### config.mk
export PLATFORM = sky130hd
export DESIGN_NAME = div_result_bcd
export DESIGN_NICKNAME = d
export VERILOG_FILES = /design/src/rtl/div_result_bcd.sv
export SDC_FILE = /design/constraint.sdc
export NUM_CORES = 1
export LEC_CHECK = 0
export ABC_AREA = 1
export ABC_CLOCK_PERIOD_IN_PS = 4200
export CAP_MARGIN = 20
export CELL_PAD_IN_SITES_DETAIL_PLACEMENT = 1
export CELL_PAD_IN_SITES_GLOBAL_PLACEMENT = 1
export CORE_MARGIN = 2
export CORE_UTILIZATION = 42
export CTS_CLUSTER_DIAMETER = 120
export DETAILED_ROUTE_END_ITERATION = 8
export PLACE_DENSITY = 0.83
export SETUP_SLACK_MARGIN = 0.15
export SLEW_MARGIN = 15
export SYNTH_ARGS = -nofsm -noshare
export SYNTH_HDL_FRONTEND = slang
export SYNTH_SLANG_ARGS = --single-unit
### constraint.sdc
create_clock -name clk -period 4.2 [get_ports clk]
set_clock_uncertainty 0.2 [all_clocks]
set_input_delay 0.84 -clock clk [delete_from_list [all_inputs] [get_ports clk]]
set_output_delay 0.84 -clock clk [all_outputs]
set_load 0.01 [all_outputs]
### src/rtl/div_result_bcd.sv
// Captures divider quotient/remainder on a rising start and converts both to packed BCD
// with two parallel shift-and-add-3 datapaths sharing one FSM and iteration counter.
module div_result_bcd #(
    parameter int unsigned WIDTH  = 8,
    parameter int unsigned DIGITS = 3
) (
    input  logic                  clk,
    input  logic                  rst,
    input  logic                  start,
    input  logic [WIDTH-1:0]      quotient,
    input  logic [WIDTH-1:0]      rem,
    output logic [4*DIGITS-1:0]   q_bcd,
    output logic [4*DIGITS-1:0]   r_bcd,
    output logic                  busy,
    output logic                  done
);

    localparam int unsigned BW = 4 * DIGITS;
    localparam int unsigned CW = (WIDTH > 1) ? $clog2(WIDTH) : 1;

    typedef enum logic [0:0] {StIdle, StShift} state_e;

    state_e           state_q;
    logic [CW-1:0]    cnt_q;
    logic             start_q;
    logic [WIDTH-1:0] q_op_q, r_op_q;
    logic [BW-1:0]    q_acc_q, r_acc_q;

    logic [WIDTH-1:0] q_op_d, r_op_d;
    logic [BW-1:0]    q_acc_d, r_acc_d;
    logic             accept;
    logic             last;

    // Add 3 to every digit >= 5 so the following left shift carries correctly into the next digit.
    function automatic logic [BW-1:0] adjust(input logic [BW-1:0] acc);
        logic [BW-1:0] res;
        res = acc;
        for (int i = 0; i < int'(DIGITS); i++) begin
            if (acc[4*i +: 4] >= 4'd5) res[4*i +: 4] = acc[4*i +: 4] + 4'd3;
        end
        return res;
    endfunction

    always_comb begin
        {q_acc_d, q_op_d} = {adjust(q_acc_q), q_op_q} << 1;
        {r_acc_d, r_op_d} = {adjust(r_acc_q), r_op_q} << 1;
        accept = start && !start_q && (state_q == StIdle);
        last   = (cnt_q == CW'(WIDTH - 1));
    end

    always_ff @(posedge clk) begin
        if (rst) begin
            state_q <= StIdle;
            cnt_q   <= '0;
            start_q <= 1'b0;
            q_op_q  <= '0;
            r_op_q  <= '0;
            q_acc_q <= '0;
            r_acc_q <= '0;
            q_bcd   <= '0;
            r_bcd   <= '0;
            busy    <= 1'b0;
            done    <= 1'b0;
        end else begin
            // Tracks start in every state so a level held across completion never retriggers.
            start_q <= start;
            unique case (state_q)
                StIdle: begin
                    if (accept) begin
                        q_op_q  <= quotient;
                        r_op_q  <= rem;
                        q_acc_q <= '0;
                        r_acc_q <= '0;
                        cnt_q   <= '0;
                        busy    <= 1'b1;
                        done    <= 1'b0;
                        state_q <= StShift;
                    end
                end
                StShift: begin
                    q_acc_q <= q_acc_d;
                    r_acc_q <= r_acc_d;
                    q_op_q  <= q_op_d;
                    r_op_q  <= r_op_d;
                    cnt_q   <= cnt_q + CW'(1);
                    if (last) begin
                        q_bcd   <= q_acc_d;
                        r_bcd   <= r_acc_d;
                        busy    <= 1'b0;
                        done    <= 1'b1;
                        state_q <= StIdle;
                    end
                end
                default: state_q <= StIdle;
            endcase
        end
    end

endmodule
## Yosys cells after proc, flatten, opt, wreduce, memory -nomap -nowiden

Index checks and enable logic that the tools add are counted.

| operators by class | value |
|---|---|
| add/sub/neg operators | 7 |
| order comparisons | 6 |
| eq/ne operators | 3 |
| muxes and demuxes | 24 |
| bitwise operators | 1 |
| reduce and logical (&&, ||, !) cells | 5 |

Operator list:

| kind | count |
|---|---|
| $pmux W12 S2 | 2 |
| $pmux W8 S2 | 2 |
| $ge A4 B3 Y1 const B | 6 |
| $add A4 B2 Y4 const B | 4 |
| $mux W4 | 4 |
| $mux W8 | 2 |
| $mux W12 | 1 |
| $mux W3 | 3 |
| $add A3 B2 Y3 const B | 2 |
| $mux W1 | 6 |
| $pmux W1 S2 | 3 |
| $pmux W3 S2 | 1 |
| $reduce_and A2 Y1 | 2 |
| $add A3 B1 Y3 const B | 1 |
| $eq A3 B3 Y1 const B | 1 |
| $logic_and A1 B1 Y1 | 2 |
| $ne A2 B1 Y1 const B | 1 |
| $ne A2 B2 Y1 const B | 1 |
| $logic_not A1 Y1 | 1 |
| $not A1 Y1 | 1 |

| storage, ports and cells | value |
|---|---|
| register bits after elaboration | 71 |
| input bits | 19 |
| logic and storage cells | 57 |

## Depth between registers and ports, before layout

| depth | value |
|---|---|
| depth in word-level cells | 5 |
| depth in mapped cells | 8 |
| depth with buffers taken out | 8 |

## Worst setup path after synthesis

OpenSTA, ideal clock, no wires.

| timing | value |
|---|---|
| path kind | input to register |
| start | input port rst |
| end | register r_bcd[5] |
| data arrival time | 1.461 ns |
| slack | 2.416 ns |
| stages on the path | 7 |
| path buffers | 2 |
| cells stage by stage | buf_2 -> inv_2 -> nand2_1 -> inv_2 -> buf_2 -> nand2_1 -> o21ai_0 |

RTL lines:

| element | line | text |
|---|---|---|
| from (decl) | 8 | `input logic rst,` |
| to (signal assigned) | 88 | `r_bcd <= r_acc_d;` |
| to (decl) | 13 | `output logic [4*DIGITS-1:0] r_bcd,` |

## Worst setup path in the final report

| timing | value |
|---|---|
| start | register state_q |
| end | register q_bcd[9] |

| between the ends | value |
|---|---|
| cells in the longest elaborated chain, start to end | 1 |

RTL lines:

| element | line | text |
|---|---|---|
| from (decl) | 23 | `state_e state_q;` |
| from (signal assigned) | 53 | `state_q <= StIdle;` |
| from (signal assigned) | 77 | `state_q <= StShift;` |
| from (signal assigned) | 91 | `state_q <= StIdle;` |
| $reduce_and A2 Y1 (no line) | - |  |
| to (signal assigned) | 87 | `q_bcd <= q_acc_d;` |
| to (decl) | 12 | `output logic [4*DIGITS-1:0] q_bcd,` |

No other way between the ends.
A chain may end at the register's enable or synchronous reset.

==> flow_summary.json <==
{
  "cp_cell_sequence": "nand2_2 > inv_2 > nand2_1 > o21ai_0",
  "leakage_nw": 1.42,
  "post-route-period-util_pct": 56.3,
  "cts.sinks": 71,
  "first_pass_iters": 4,
  "clk-insertion-delay-late_ns": 0.34,
  "overflow": 0,
  "maxCapViolCount": 0,
  "path_buf_inv": 1,
  "clock.fmax_ghz": 0.423,
  "rows": 31,
  "cts-resized-gates": 0,
  "layout_min_cycle_time_ns": 2.37,
  "syn_avg_cell_area_um2": 7.32,
  "outcome": "completed",
  "post-cts-setup-buffers": 0,
  "ys_ff_latch": 71,
  "postRouteAntennaNets": 0,
  "critPathMaxFanout": 23,
  "syn_area_mm2": 0.00317,
  "die_w_um": 90.9,
  "seqCellArea_mm2": 0.00142,
  "fin_nets": 505,
  "num_vias": 2922,
  "p_per_area_mw_per_mm2": 330,
  "cp_slowest_cell": "dfxtp_1",
  "instances_no_fill": 574,
  "place_area_mm2": 0.00363,
  "core_region_area_mm2": 0.00729,
  "hpwl_mm": 5.43,
  "multiInputGateArea_mm2": 0.00149,
  "relSlewSlack_pct": 33.9,
  "required_ns": 4.24,
  "fp.dieArea_mm2": 0.00826,
  "drt_iter0_drc": 63,
  "worst_pin_slew_ns": 0.989,
  "cts_tree": "built",
  "cp.arrival_ns": 2.40,
  "hold_path_class": "reg -> reg",
  "gp_congestion": 0.820,
  "synth_seq_area_share_pct": 44.8,
  "grt_pass1_vias": 2967,
  "path_delay_family": "flip-flops",
  "cts_max_level": 3,
  "slew_violations": 0,
  "setup_viol": 0,
  "ys_warn_count": 0,
  "ir_worst_vdd_uv": 174,
  "synthesis.nets": 466,
  "cts_made_buffers": 9,
  "portBuffers": 44,
  "postCtsHoldBufs": 0,
  "postLayoutCoreUtil_pct": 52.4,
  "areaGrowthSynthToFinish_pct": 20.4,
  "syn_inst": 433,
  "post-route-drc-count": 0,
  "diodes": 0,
  "fin_setup_tns_ns": 0,
  "wire_per_inst_um": 13.7,
  "rsz0062_at_grt": "false",
  "fill_cells": 1003,
  "grtUsageTotal_pct": 19.8,
  "grt_max_degree": 45,
  "hold_violations": 0,
  "drive_above_1_share_pct": 4.63,
  "criticalPathCategory": "reg -> reg",
  "ys_types": 20,
  "clkTransAtPathRegs_ns": 0.07,
  "cts_buffer_depth": 2,
  "place_inst": 559,
  "wirelength_mm": 7.87,
  "antenna_found_initial": 0,
  "start_util_pct": 43.5,
  "cp_slowest_stage_delay_ns": 0.98,
  "die_h_um": 90.9,
  "worstSetupEndpointType": "flop",
  "pin_count": 45,
  "grt_pass1_wl_mm": 13.3,
  "vias_per_cell": 5.09,
  "design_area_mm2": 0.00382,
  "cts_root_buf": "clkbuf_8",
  "start_kind": "flop"
}
==> Yosys cell counts (all sizes together) <==
library cell | instances | share of area, %
a31oi | 14 | 2.8
inv | 36 | 4.3
dfxtp | 71 | 45
a21oi | 30 | 5.1
nand2 | 165 | 20
nand3 | 34 | 5.4
clkbuf | 9 | 1.1
nor2 | 3 | 0.59
o21ai | 34 | 5.4
o21a | 1 | 0.24
nand4 | 12 | 2.4
buf | 10 | 2.8
ha | 14 | 5.5
==> final cells by class <==
class	count	share of cell area [%]
sequential	71	37.2
inverter	36	3.54
multi-input combinational	307	39.0
timing repair buffer	47	12.7
clock inverter	1	0.131
clock buffer	13	4.16
tap	99	3.24
==> layer usage <==
metal	global-route usage, %	wire (um)	vias up
li1	-	-	1500
met1	22.4	3530	1367
met3	4.59	247	11
met4	6.82	147	0
met2	36.4	3940	44
met5	0	0	-
==> worst paths after layout <==
path | startpoint | end | slack, ns | cells after the start
max | state_q | q_bcd[9] | 1.83 | 4
min | r_bcd[4] | r_bcd[4] | 0.26 | 2
max reg2reg | state_q | q_bcd[9] | 1.83 | 4
min reg2reg | r_bcd[4] | r_bcd[4] | 0.26 | 2
==> registers in the layout (all words and copies together), names as in the netlist <==
| signal | cells |
|---|---|
| r_op_q | 8 |
| q_acc_q | 12 |
| start_q | 1 |
| done | 1 |
| r_bcd | 12 |
| busy | 1 |
| q_op_q | 8 |
| cnt_q | 3 |
| r_acc_q | 12 |
| q_bcd | 12 |
| state_q | 1 |
==> stage by stage <==
| step | setup WS [ns] | power, mW | hold slack (ns) |
|---|---|---|---|
| after floorplan | 2.42 | 0.767 | 0.232 |
| after global placement | 1.37 | 0.791 | 0.229 |
| after detailed placement | 1.32 | 0.794 | 0.249 |
| after CTS | 1.68 | 1.26 | 0.261 |
| after global routing | 1.56 | 1.32 | 0.292 |
| final | 1.83 | 1.26 | 0.256 |
==> cells by family after synthesis <==
family,after synthesis,synth area share [%]
AO/OA/AOI/OAI,79,13.5
adder cells (fa/ha/maj),14,5.52
buffers and inverters,55,8.17
flip-flops,71,44.8
AND/OR/NAND/NOR,214,28.0
==> power breakdown <==
| part | internal [mW] | switching [mW] | total [mW] |
|---|---|---|---|
| combinational | 0.0355 | 0.0485 | 0.0840 |
| sequential | 0.686 | 0.0131 | 0.699 |
| clock | 0.240 | 0.236 | 0.476 |
==> worst min-delay path, delay by kind of cell, from the launching register on <==
kind | cells | cell delay (ns)
DFF | 1 | 0.31
AOI/OAI and AO/OA | 1 | 0.05
and+or+nand+nor | 1 | 0.05
==> layout by cell type, fill, tap and decap left out <==
cell	n
nor2_4	1
nand3_1	34
a21oi_4	1
inv_1	33
a21oi_1	29
ha_1	14
clkbuf_1	2
nand4_1	12
nand2_1	163
a31oi_1	14
inv_2	3
dfxtp_1	71
buf_16	1
clkinv_2	1
nor2_1	2
clkbuf_8	11
buf_4	2
o21ai_0	28
o21a_1	1
clkdlybuf4s50_1	44
nand2_2	2
o21ai_1	6
Note: power is estimated with default switching activity, not from simulation.
